--- src/rtl/draw_sequencer_pkg.sv ---
// Shared types and constants for the draw sequencer: FSM state encoding,
// VGA pixel field widths and screen geometry.
package draw_pkg;

  typedef enum logic [1:0] {
    ST_IDLE  = 2'd0,
    ST_PRIME = 2'd1,
    ST_DRAW  = 2'd2,
    ST_NEXT  = 2'd3
  } state_t;

  localparam int X_W = 8;
  localparam int Y_W = 7;
  localparam int C_W = 9;

  localparam int SCR_W   = 160;
  localparam int SCR_H   = 120;
  localparam int SCR_PIX = SCR_W * SCR_H;

  // Number of PRIME cycles before a unit's first pixel is valid.
  localparam int PRIME_CYCLES = 2;

endpackage

--- src/rtl/lowest_set_index.sv ---
// Priority encoder: index of the lowest set bit of mask, plus a flag that
// says whether any bit was set at all.
module lowest_set_index #(
  parameter  int N  = 4,
  localparam int IW = (N > 1) ? $clog2(N) : 1
) (
  input  logic [N-1:0]  mask,
  output logic [IW-1:0] index,
  output logic          valid
);

  // Scan from the top so the lowest set bit is the last one written.
  always_comb begin
    index = '0;
    valid = 1'b0;
    for (int i = N - 1; i >= 0; i--) begin
      if (mask[i]) begin
        index = IW'(i);
        valid = 1'b1;
      end
    end
  end

endmodule

--- src/rtl/draw_sequencer.sv ---
// Starts the selected draw units one at a time (lowest index first) and muxes
// the active unit onto the VGA write port. Optional watchdog: TIMEOUT_EN.
module draw_sequencer
  import draw_pkg::*;
#(
  parameter int N_SRC          = 4,
  parameter int TIMEOUT_CYCLES = 32768
) (
  input  logic               clk,
  input  logic               resetn,
  input  logic               start,
  input  logic [N_SRC-1:0]   src_mask,
  input  logic [N_SRC-1:0]   src_done,
  input  logic [8*N_SRC-1:0] src_x,
  input  logic [7*N_SRC-1:0] src_y,
  input  logic [9*N_SRC-1:0] src_colour,
  output logic [N_SRC-1:0]   src_resetn,
  output logic [X_W-1:0]     vga_x,
  output logic [Y_W-1:0]     vga_y,
  output logic [C_W-1:0]     vga_colour,
  output logic               vga_plot,
  output logic               busy,
  output logic               seq_done,
  output logic               timeout_err,
  output state_t             dbg_state
);

  localparam int SW = (N_SRC > 1) ? $clog2(N_SRC) : 1;

  state_t           state, state_n;
  logic [SW-1:0]    sel, sel_n;
  logic [N_SRC-1:0] mask_q, mask_n;
  logic [N_SRC-1:0] sel_onehot, mask_rem, enc_in;
  logic [SW-1:0]    enc_idx;
  logic             enc_valid;
  logic             prime_cnt, prime_n;
  logic             seq_done_q, done_n;
  logic             unit_on, plot;
  logic             wd_hit, wd_clear, to_set;
  logic             unit_active;

  assign sel_onehot  = N_SRC'(1) << sel;
  assign mask_rem    = mask_q & ~sel_onehot;
  assign unit_active = (state == ST_PRIME) || (state == ST_DRAW);

  // IDLE picks from the incoming request; NEXT picks from what is left.
  assign enc_in = (state == ST_IDLE) ? src_mask : mask_rem;

  lowest_set_index #(
    .N (N_SRC)
  ) u_lsi (
    .mask  (enc_in),
    .index (enc_idx),
    .valid (enc_valid)
  );

  always_ff @(posedge clk) begin
    if (!resetn) begin
      state      <= ST_IDLE;
      sel        <= '0;
      mask_q     <= '0;
      prime_cnt  <= 1'b0;
      seq_done_q <= 1'b0;
    end else begin
      state      <= state_n;
      sel        <= sel_n;
      mask_q     <= mask_n;
      prime_cnt  <= prime_n;
      seq_done_q <= done_n;
    end
  end

  always_comb begin
    state_n  = state;
    sel_n    = sel;
    mask_n   = mask_q;
    prime_n  = prime_cnt;
    done_n   = 1'b0;
    unit_on  = 1'b0;
    plot     = 1'b0;
    wd_clear = 1'b0;
    to_set   = 1'b0;
    case (state)
      ST_IDLE: begin
        if (start) begin
          if (enc_valid) begin
            mask_n   = src_mask;
            sel_n    = enc_idx;
            prime_n  = 1'b0;
            wd_clear = 1'b1;
            state_n  = ST_PRIME;
          end else begin
            done_n = 1'b1;
          end
        end
      end
      ST_PRIME: begin
        unit_on = 1'b1;
        if (wd_hit) begin
          to_set  = 1'b1;
          state_n = ST_NEXT;
        end else if (prime_cnt) begin
          state_n = ST_DRAW;
        end else begin
          prime_n = 1'b1;
        end
      end
      ST_DRAW: begin
        unit_on = 1'b1;
        // The cycle that shows done still carries the unit's last pixel.
        if (src_done[sel]) begin
          plot    = 1'b1;
          state_n = ST_NEXT;
        end else if (wd_hit) begin
          to_set  = 1'b1;
          state_n = ST_NEXT;
        end else begin
          plot = 1'b1;
        end
      end
      ST_NEXT: begin
        mask_n = mask_rem;
        if (enc_valid) begin
          sel_n    = enc_idx;
          prime_n  = 1'b0;
          wd_clear = 1'b1;
          state_n  = ST_PRIME;
        end else begin
          state_n = ST_IDLE;
          done_n  = 1'b1;
        end
      end
      default: state_n = ST_IDLE;
    endcase
  end

`ifdef TIMEOUT_EN
  localparam int WD_W = ($clog2(TIMEOUT_CYCLES + 1) > 16) ? $clog2(TIMEOUT_CYCLES + 1) : 16;

  logic [WD_W-1:0] wd_cnt;
  logic            timeout_err_q;

  // Counts cycles since the current unit was started; zero in its first PRIME cycle.
  always_ff @(posedge clk) begin
    if (!resetn) begin
      wd_cnt <= '0;
    end else if (wd_clear) begin
      wd_cnt <= '0;
    end else if (unit_active) begin
      wd_cnt <= wd_cnt + 1'b1;
    end
  end

  always_ff @(posedge clk) begin
    if (!resetn) begin
      timeout_err_q <= 1'b0;
    end else if (to_set) begin
      timeout_err_q <= 1'b1;
    end
  end

  assign wd_hit      = unit_active && (wd_cnt == WD_W'(TIMEOUT_CYCLES - 1));
  assign timeout_err = timeout_err_q;
`else
  logic unused_wd;

  assign wd_hit      = 1'b0;
  assign timeout_err = 1'b0;
  assign unused_wd   = ^{wd_clear, to_set, unit_active, (TIMEOUT_CYCLES > 0)};
`endif

  assign src_resetn = unit_on ? sel_onehot : '0;
  assign vga_plot   = plot;
  assign busy       = (state != ST_IDLE);
  assign seq_done   = seq_done_q;
  assign dbg_state  = state;

  // Pixel fields are only meaningful while vga_plot is high.
  assign vga_x      = src_x[sel*X_W +: X_W];
  assign vga_y      = src_y[sel*Y_W +: Y_W];
  assign vga_colour = src_colour[sel*C_W +: C_W];

endmodule
--- config.mk ---
export PLATFORM = sky130hd
export DESIGN_NAME = draw_sequencer
export DESIGN_NICKNAME = d
export VERILOG_FILES = /design/src/rtl/draw_sequencer_pkg.sv /design/src/rtl/lowest_set_index.sv /design/src/rtl/draw_sequencer.sv
export SDC_FILE = /design/constraint.sdc
export NUM_CORES = 1
export LEC_CHECK = 0
export CAP_MARGIN = 20
export CORE_ASPECT_RATIO = 0.5
export CORE_MARGIN = 2
export CORE_UTILIZATION = 31
export DETAILED_ROUTE_END_ITERATION = 10
export HOLD_SLACK_MARGIN = 0.15
export PLACE_DENSITY = 0.87
export SLEW_MARGIN = 20
export SYNTH_ARGS = -nofsm -noshare
export SYNTH_HDL_FRONTEND = slang
export SYNTH_SLANG_ARGS = --single-unit
--- constraint.sdc ---
create_clock -name clk -period 3.5 [get_ports clk]
set_input_delay 0.7 -clock clk [delete_from_list [all_inputs] [get_ports clk]]
set_output_delay 0.7 -clock clk [all_outputs]
set_load 0.05 [all_outputs]
==> results of run 1 <==
[per-layer routing]
metal / part of all wire, % / up-vias / wire (microns)
met2: 55 / 69 / 2980
met5: 0 / - / 0
met3: 8.6 / 7 / 468
met1: 35 / 772 / 1920
li1: - / 751 / -
met4: 1.2 / 0 / 65
[through the flow]
| stage | std cells | setup WS (ns) | area [sq um] | total power (uW) |
|---|---|---|---|---|
| after floorplan | 121 | 0.445 | 1330 | 1500 |
| after global placement | 307 | 0.467 | 2760 | 2020 |
| after detailed placement | 307 | 0.478 | 2760 | 2060 |
| after CTS | 310 | 0.472 | 2800 | 2190 |
| after global routing | 310 | 0.418 | 2800 | 2280 |
| final | 310 | 0.476 | 2800 | 2180 |
[path summary, 6_finish.rpt]
kind	from	end
worst max-delay path	src_x[22]	vga_x[6]
worst min-delay path	mask_q[2]	mask_q[2]
worst max register to register	sel[1]	sel[1]
worst min register to register	mask_q[2]	mask_q[2]
[state kept, by name, indices dropped and copies added (netlist names)]
register / count
prime_cnt: 1
dbg_state: 2
mask_q: 4
seq_done: 1
sel: 2
[synth_stat cells, drive strengths merged]
cell    instances  area, sq um
conb            1         3.75
nand2b          3         26.3
o221a           1         11.3
nor2b           1         6.26
a311oi          1         8.76
inv             7         26.3
o22ai           3         18.8
a31oi           2         12.5
clkbuf          2         7.51
o211ai          1         7.51
ha              4         50.1
mux4           24          541
mux2            1         15.0
a31o            3         35.0
nor3            1         5.00
o32ai           1         8.76
nor2            7         26.3
nor4            1         21.3
o21bai          1         7.51
buf             9         72.6
and3            1         6.26
o41ai           1         8.76
mux2i           2         20.0
a21oi           5         25.0
a41o            1         10.0
or2             2         12.5
nand2          13         48.8
a211oi          1         7.51
nor4b           1         15.0
dfxtp          10          200
and2            3         18.8
o21a            1         7.51
o21ai           5         25.0
o211a           1         10.0
[layout make-up]
class,count,area share (%)
inverter,7,0.937
clock buffer,3,1.47
multi-input combinational,93,36.4
timing repair buffer,143,51.6
sequential,10,7.19
tap,54,2.41
[logic make-up (layout without fill, tap and decap cells)]
logic type	after synthesis	in the layout	share of synthesized area (%)
DFF	10	10	15.1
and+or+nand+nor	33	33	14.1
buffers and inverters	18	153	8.02
other	1	1	0.283
adders and majority gates	4	4	3.77
muxes	27	27	43.4
AOI/OAI and AO/OA	28	28	15.4
[worst max-delay path, delay by kind of cell]
kind	cells	cell delay, ns
buffers and inverters	2	1.14
multiplexers	1	0.47
[power groups by stage]
stage | registers [uW] | clock network [uW] | logic (uW)
finish | 216 | 119 | 1840
floorplan | 221 | 0 | 1280
detailed placement | 217 | 0 | 1840
global route | 223 | 128 | 1930
global placement | 214 | 0 | 1810
CTS | 216 | 122 | 1850
==> metrics.md, run 1 <==
| Metric | Value |
|---|---|
| Status | completed |
| Vias per inst | 5.16 |
| Internal power | 1010 uW |
| Die Y | 50.3 microns |
| Total CTS buffers | 3 |
| Most frequent cells in the layout | clkdlybuf4s50_1, mux4_2, nand2_1 |
| Max Slew Vio Count | 0 |
| Arr. time, crit path | 2.32 ns |
| GR Util met2 | 40.7% |
| Routed wire length | 5.43 mm |
| Mapped Cells | 121 |
| Leak | 0.00102 uW |
| Clock Power Share | 5.5% |
| Area occupied by multi-input gates | 1020 sq um |
| HPWL after detailed placement | 4.62 mm |
| Min Hold Slack | 0.484 ns |
| Initial antenna violation count | 0 |
| Worst Skew | 0.00210 ns |
| Fraction of layout cells with a size suffix above 1 | 16.4% |
| CTS tree | yes |
| # clock sinks | 10 |
| Switch share | 53.8% |
| Skew-Pair Late Insertion Delay | 0.24 ns |
| Chip Width | 96.5 microns |
| Worst setup SP type | input port |
| GRT Util Overall | 21.6% |
| Register Area | 201 sq um |
| Clk buf depth | 2 |
| Final setup TNS | 0 ns |
| Mapped Area | 1330 sq um |
| # resized after CTS | 0 |
| Synth Area per Inst | 11.0 sq um |
| Commonest non-fill, non-tap cell in the layout | clkdlybuf4s50_1 |
| Fmax | 0.331 GHz |
| Max-slew headroom | 53.7% |
| Combinational share of power | 84.6% |
| Max-cap violations | 0 |
| Worst Tran Pin Value | 0.693 ns |
| Worst setup EP type | output port |
| Cells along the critical path | clkdlybuf4s50_1, mux4_2, clkdlybuf4s50_1 |
| Post-synthesis sequential area ratio | 15.1% |
| Core ar. | 4000 sq um |
| Number of distinct library cells after synthesis | 40 |
| Antenna Violating Nets Remaining | 0 |
| WS Path Type | in2out |
| Hold buffers post-CTS | 0 |
| Hold-critical path depth | 2 |
| Filler cells | 298 |
| Initial DRC Count | 45 |
| Starting Density | 33.1% |
| Area added between synthesis and finish | 111% |
| Clock root cell | clkbuf_8 |
| First-pass DRT Iterations | 4 |
| Reg clk slew, reported paths | 0.04 ns |
| Maximum VDD drop | 362 uV |
| Cell Pwr Density | 777 nW/um^2 |
| CP max stage cell | clkdlybuf4s50_1 |
| HP Class | reg2reg |
| Final Wtd Congestion | 0.762 |
| Crit path required time | 2.80 ns |
| Worst stage delay on the critical path | 0.72 ns |
| IO Pins | 141 |
| Syn. warnings | 0 |
| Count of final setup violators | 0 |
| Final Critical Period | 3.02 ns |
| Inserted Diodes | 0 |
| Most common cell on crit path | clkdlybuf4s50_1 |
| Num rows | 16 |
| Final Hold Vio Count | 0 |
| Final core occ | 70.0% |
| Syn_nets | 232 |
| Register-to-Register Path Depth | 6 |
| RSZ-0062 raised after global routing | false |
| # DRC | 0 |
| Detailed-route via count | 1,599 |
| PortBufs | 139 |
| H-tree Lvls | 1 |
| Final net count | 369 |
| Flop pwr share | 9.9% |
| Vias in the first global route | 1,606 |
| GRT overflow | 0 |
| Critical path peak fanout | 1 |
| Setup slack, reg-to-reg | 1.34 ns |
| #FFs+latches synth | 10 |
| Setup Fix Bufs, Post-CTS | 0 |
| Total Die Area | 4850 sq um |
| Met1 Track Usage GR | 24.3% |
| Global route hottest layer | met2 |
| Sw Pwr | 1170 uW |
| Met3 Usage GRT | 4.95% |
| Fin crit share | 86.4% |
| First-pass GRT wire length | 7.95 mm |
| Largest net degree at the start of global routing | 21 |
| Routed length per placed instance | 17.5 microns |
Note: power is estimated with default switching activity, not from simulation.
==> run 2: changes to the inputs <==
Settings changed: CORE_MARGIN 2 to unset, CORE_UTILIZATION 31 to 32, CTS_BUF_LIST set to sky130_fd_sc_hd__clkbuf_2, PLACE_DENSITY 0.87 to 0.89, SETUP_SLACK_MARGIN set to 0.2.
==> metrics.md, run 2 (synthesized netlist as in run 1, its figures left out) <==
| Metric | Value |
|---|---|
| First-pass DRT Iterations | 4 (unchanged) |
| Status | completed |
| RSZ-0062 raised after global routing | false |
| Fin crit share | 87.4% (+1.0 points) |
| Commonest non-fill, non-tap cell in the layout | clkdlybuf4s50_1 |
| Antenna Violating Nets Remaining | 0 (unchanged) |
| Worst setup EP type | output port |
| Register Area | 201 sq um (unchanged) |
| Max reg flops | 4 (unchanged) |
| Chip Width | 93.0 microns (-3.6%) |
| Origin of the critical flop-to-flop path | dbg_state[0] |
| Worst Skew | 0.00206 ns (-0.0000378 ns) |
| Max-slew headroom | 64.4% (+11 points) |
| Worst Tran Pin Value | 0.532 ns (-0.161 ns) |
| Count of final setup violators | 0 (unchanged) |
| Vias in the first global route | 1,507 (-6.2%) |
| Vias per inst | 5.11 (-1.0%) |
| First-pass GRT wire length | 7.50 mm (-5.6%) |
| Cells along the critical path | buf_4, mux4_2, clkdlybuf4s50_1 |
| Setup slack, reg-to-reg | 1.39 ns (+0.05 ns) |
| Starting Density | 33.6% (+0.50 points) |
| Hold buffers post-CTS | 0 (unchanged) |
| Routed wire length | 5.09 mm (-6.2%) |
| Min-delay src | mask_q[2] |
| HPWL after detailed placement | 4.26 mm (-7.8%) |
| Final Hold Vio Count | 0 (unchanged) |
| Cell Pwr Density | 761 nW/um^2 (-2.1%) |
| Final net count | 368 (-0.27%) |
| Area occupied by multi-input gates | 1020 sq um (unchanged) |
| Flop pwr share | 10.8% (+0.9 points) |
| Crit path required time | 2.80 ns (about the same) |
| Fmax | 0.327 GHz (-1.2%) |
| Detailed-route via count | 1,583 (-1.0%) |
| GRT Util Overall | 21.9% (+0.26 points) |
| IO Pins | 141 (unchanged) |
| Leak | 0.00100 uW (-1.3%) |
| Final Wtd Congestion | 0.778 (+2.1%) |
| Switch share | 55.0% (+1.3 points) |
| Area added between synthesis and finish | 109% |
| # clock sinks | 10 (unchanged) |
| Clock Power Share | 3.2% (-2.3 points) |
| GRT overflow | 0 (unchanged) |
| Hold Path End | mask_q[2] |
| Place WS | 0.476 ns (-0.00258 ns) |
| Min Hold Slack | 0.503 ns (+0.0194 ns) |
| Skew-Pair Late Insertion Delay | 0.26 ns (+0.02 ns) |
| Internal power | 948 uW (-5.8%) |
| Worst setup SP type | flop |
| Core ar. | 3940 sq um (-1.5%) |
| CP max stage cell | clkdlybuf4s50_1 |
| H-tree Lvls | 1 (unchanged) |
| CP delay by family, top | buffers and inverters |
| Hold-critical path depth | 2 (unchanged) |
| Arr. time, crit path | 2.36 ns (+0.04 ns) |
| Sw Pwr | 1160 uW (-0.90%) |
| FF-to-FF End | sel[1] |
| Total Die Area | 4420 sq um (-8.8%) |
| Power Total | 2110 uW (-3.2%) |
| Total CTS buffers | 3 (unchanged) |
| CTS tree | yes |
| # DRC | 0 (unchanged) |
| Clock root cell | clkbuf_2 |
| WP buf/inv | 2 (unchanged) |
| Final core occ | 70.3% (+0.30 points) |
| # resized after CTS | 0 (unchanged) |
| Clk buf depth | 2 (unchanged) |
| Register-to-Register Path Depth | 7 (+1) |
| Max Slew Vio Count | 0 (unchanged) |
| Final WS setup | 0.440 ns (-0.0364 ns) |
| Routed length per placed instance | 16.4 microns (-6.2%) |
| Critical path peak fanout | 12 (+11) |
| Maximum VDD drop | 332 uV (-8.3%) |
| Filler cells | 264 (-11%) |
| Worst stage delay on the critical path | 0.71 ns (about the same) |
| Initial DRC Count | 66 (+47%) |
| Final Critical Period | 3.06 ns (+0.0364 ns) |
| Largest net degree at the start of global routing | 25 (+19%) |
| Setup Fix Bufs, Post-CTS | 0 (unchanged) |
| WS Path Type | reg2out |
| Final setup TNS | 0 ns (unchanged) |
| Inserted Diodes | 0 (unchanged) |
| Worst setup startpoint | sel[0] |
| Reg clk slew, reported paths | 0.11 ns (+0.07 ns) |
| Combinational share of power | 86.0% (+1.4 points) |
| Die Y | 47.5 microns (-5.4%) |
| Num rows | 16 (unchanged) |
| Max-cap violations | 0 (unchanged) |
| HP Class | reg2reg |
| Most frequent cells in the layout | clkdlybuf4s50_1, mux4_2, nand2_1 |
| PortBufs | 139 (unchanged) |
| Initial antenna violation count | 0 (unchanged) |
| Fraction of layout cells with a size suffix above 1 | 16.0% (-0.39 points) |
| Largest Register | mask_q |
## run 2: cell types whose count changed in the layout (fill, tap and decap cells not counted)
cell	before	now
clkbuf_2	0	3
buf_4	2	1
clkinv_1	0	1
clkbuf_8	3	0
## run 2: final cells by class
class | count | area share [%]
multi-input combinational | 93 | 36.8
clock buffer | 3 | 0.542
inverter | 7 | 0.948
tap | 54 | 2.44
clock inverter | 1 | 0.135
sequential | 10 | 7.27
timing repair buffer | 142 | 51.9
## run 2: tightest hold or removal path: stages (launching register included)
cell	delay, ns
dfxtp_1	0.33
nand2_1	0.06
o22ai_1	0.07
## run 2: power by group through the flow
stage	Clock, uW	Sequential, uW	Combinational [uW]
3_3_place_gp	0	229	1780
6_report	68.0	228	1810
2_1_floorplan	0	221	1280
4_1_cts	69.4	229	1810
3_5_place_dp	0	231	1810
5_1_grt	73.3	240	1890
## run 2: per-layer routing
layer	vias to the layer above	wire, microns	GRT usage (%)
li1	749	-	-
met5	-	0	0
met3	4	347	3.17
met1	760	1950	26.0
met2	70	2750	44.7
met4	0	42	3.69
## run 2: how the worst max path moves through the flow
stage	end	slack, ns	cells after the start
floorplan	src_resetn[0]	0.45	4
global placement	vga_colour[2]	0.46	3
detailed placement	vga_colour[2]	0.48	3
CTS	vga_colour[1]	0.40	3
global route	vga_colour[1]	0.33	3
finish	vga_colour[1]	0.44	3
## run 2: stage by stage
stage / instance area [sq um] / std cells
6_report: 2770 / 310
5_1_grt: 2770 / 310
4_1_cts: 2770 / 310
3_5_place_dp: 2750 / 306
3_3_place_gp: 2750 / 306
2_1_floorplan: 1330 / 121
==> run 3: changes to the inputs <==
Settings changed: CELL_PAD_IN_SITES_DETAIL_PLACEMENT set to 0, CELL_PAD_IN_SITES_GLOBAL_PLACEMENT set to 1, CORE_UTILIZATION 32 to 21, PLACE_DENSITY 0.89 to unset, PLACE_DENSITY_LB_ADDON set to 0.05.
==> metrics.md, run 3 (synthesized netlist as in run 1, its figures left out) <==
| Metric | Value |
|---|---|
| Status | completed |
| Routed length per placed instance | 17.8 microns (+8.4%) |
| Fin crit share | 86.7% (-0.72 points) |
| # clock sinks | 10 (unchanged) |
| Total Die Area | 6660 sq um (+51%) |
| Place WS | 0.492 ns (+0.0162 ns) |
| Vias in the first global route | 1,565 (+3.8%) |
| Worst setup SP type | flop |
| Chip Width | 114 microns (+23%) |
| # DRC | 0 (unchanged) |
| # resized after CTS | 0 (unchanged) |
| Max reg flops | 4 (unchanged) |
| Area added between synthesis and finish | 112% |
| Antenna Violating Nets Remaining | 0 (unchanged) |
| Routed wire length | 6.12 mm (+20%) |
| IO Pins | 141 (unchanged) |
| Die Y | 58.2 microns (+22%) |
| H-tree Lvls | 1 (unchanged) |
| Crit path required time | 2.80 ns (about the same) |
| Leak | 0.00100 uW (about the same) |
| Largest net degree at the start of global routing | 29 (+16%) |
| PortBufs | 139 (unchanged) |
| Largest Register | mask_q |
| Placed cell areas | 2800 sq um (+1.5%) |
| Maximum VDD drop | 362 uV (+8.9%) |
| Power Total | 2120 uW (+0.70%) |
| Max Slew Vio Count | 0 (unchanged) |
| Clock root cell | clkbuf_2 |
| Worst Skew | 0.0123 ns (+0.0102 ns) |
| HP Class | reg2reg |
| Cells along the critical path | inv_1, ha_1, inv_1, nor3_1, clkdlybuf4s50_1 |
| First-pass DRT Iterations | 4 (unchanged) |
| Commonest non-fill, non-tap cell in the layout | clkdlybuf4s50_1 |
| Reg clk slew, reported paths | 0.12 ns (about the same) |
| Cell Pwr Density | 754 nW/um^2 (-0.82%) |
| Filler cells | 573 (+120%) |
| Initial DRC Count | 63 (-4.5%) |
| Flop pwr share | 10.2% (-0.6 points) |
| Worst Tran Pin Value | 0.561 ns (+0.0292 ns) |
| Final Wtd Congestion | 0.747 (-4.0%) |
| HPWL after detailed placement | 5.03 mm (+18%) |
| Min-delay src | mask_q[2] |
| Detailed-route via count | 1,595 (+0.76%) |
| Starting Density | 21.8% (-12 points) |
| CTS tree | yes |
| RSZ-0062 raised after global routing | false |
| Worst setup EP type | output port |
| Final net count | 368 (unchanged) |
| Initial antenna violation count | 1 (+1) |
| Register-to-Register Path Depth | 7 (unchanged) |
| Max-cap violations | 0 (unchanged) |
| Most frequent cells in the layout | clkdlybuf4s50_1, mux4_2, nand2_1 |
| Finished Cell Area | 2820 sq um (+1.5%) |
| GR Util met2 | 26.8% (-18 points) |
| Core ar. | 6080 sq um (+54%) |
| Num rows | 20 (+4) |
| Clock Power Share | 3.3% (about the same) |
| Met3 Usage GRT | 5.65% (+2.5 points) |
| Switch share | 55.4% (+0.33 points) |
| Skew-Pair Late Insertion Delay | 0.26 ns (about the same) |
| Total CTS buffers | 3 (unchanged) |
| Met1 Track Usage GR | 28.0% (+2.0 points) |
| Arr. time, crit path | 2.34 ns (-0.02 ns) |
| Worst stage delay on the critical path | 0.85 ns (+0.14 ns) |
| GRT Util Overall | 18.8% (-3.0 points) |
| Combinational share of power | 86.6% (+0.6 points) |
| Final Critical Period | 3.04 ns (-0.0251 ns) |
| Critical path peak fanout | 5 (-7) |
| Internal power | 947 uW (about the same) |
| Clk buf depth | 2 (unchanged) |
| Setup slack, reg-to-reg | 1.39 ns (about the same) |
| Inserted Diodes | 0 (unchanged) |
| Fraction of layout cells with a size suffix above 1 | 16.0% (unchanged) |
| Hold Path End | mask_q[2] |
| Origin of the critical flop-to-flop path | dbg_state[0] |
| Count of final setup violators | 0 (unchanged) |
| Sw Pwr | 1180 uW (+1.3%) |
| Hold buffers post-CTS | 0 (unchanged) |
| Final WS setup | 0.465 ns (+0.0251 ns) |
| Most common cell on crit path | inv_1 |
| Max-slew headroom | 62.5% (-2.0 points) |
| First-pass GRT wire length | 9.25 mm (+23%) |
| Fmax | 0.329 GHz (+0.83%) |
| Final core occ | 46.3% (-24 points) |
| Final setup TNS | 0 ns (unchanged) |
| Setup Fix Bufs, Post-CTS | 0 (unchanged) |
| Global route hottest layer | met1 |
| Hold-critical path depth | 2 (unchanged) |
| Vias per inst | 4.64 (-9.2%) |
| CP max stage cell | clkdlybuf4s50_1 |
| GRT overflow | 0 (unchanged) |
| WS Path Type | reg2out |
| FF-to-FF End | sel[1] |
| Final Hold Vio Count | 0 (unchanged) |
## run 3: cell counts in the layout (fill, tap and decap cells not counted)
Identical to the previous run, type by type.
## run 3: critical path, delay by kind of cell (launching register included)
family / cells / cell delay [ns]
adder cells (fa/ha/maj): 1 / 0.39
AND/OR/NAND/NOR: 1 / 0.17
buffers and inverters: 3 / 1.07
flip-flops: 1 / 0.44
## run 3: cell type report
cell class | count | area, sq um | area share (%)
clock buffers | 3 | 15.0 | 0.533
clock inverters | 1 | 3.75 | 0.133
inverters | 7 | 26.3 | 0.933
multi-input cells | 93 | 1020 | 36.2
flip-flops and latches | 10 | 201 | 7.16
well taps | 88 | 110 | 3.91
repair buffers | 142 | 1440 | 51.1
## run 3: worst max-delay path by stage
stage          depth (start not counted)       endpoint            from  slack, ns
2_1_floorplan                          4  src_resetn[0]    dbg_state[0]       0.45
3_3_place_gp                           3  vga_colour[5]  src_colour[32]       0.49
3_5_place_dp                           3  vga_colour[2]  src_colour[29]       0.49
4_1_cts                                5  src_resetn[0]    dbg_state[0]       0.42
5_1_grt                                5  src_resetn[0]    dbg_state[0]       0.26
6_report                               5  src_resetn[0]    dbg_state[0]       0.46
## run 3: layer usage
layer,vias to the layer above,wire [microns]
met1,784,3060
met3,4,565
met2,58,2460
met5,-,13
li1,747,-
met4,2,26
## run 3: power by group through the flow
stage	logic (uW)	registers [uW]	clock network, uW
detailed placement	1850	217	0
finish	1840	216	69.9
global placement	1850	219	0
global route	1940	222	76.8
CTS	1860	215	71.8
floorplan	1280	221	0
## run 3: metrics by stage
stage,hold WS [ns],instances
global route,0.497,344
global placement,0.458,340
floorplan,0.447,121
detailed placement,0.466,340
CTS,0.482,344
finish,0.482,344
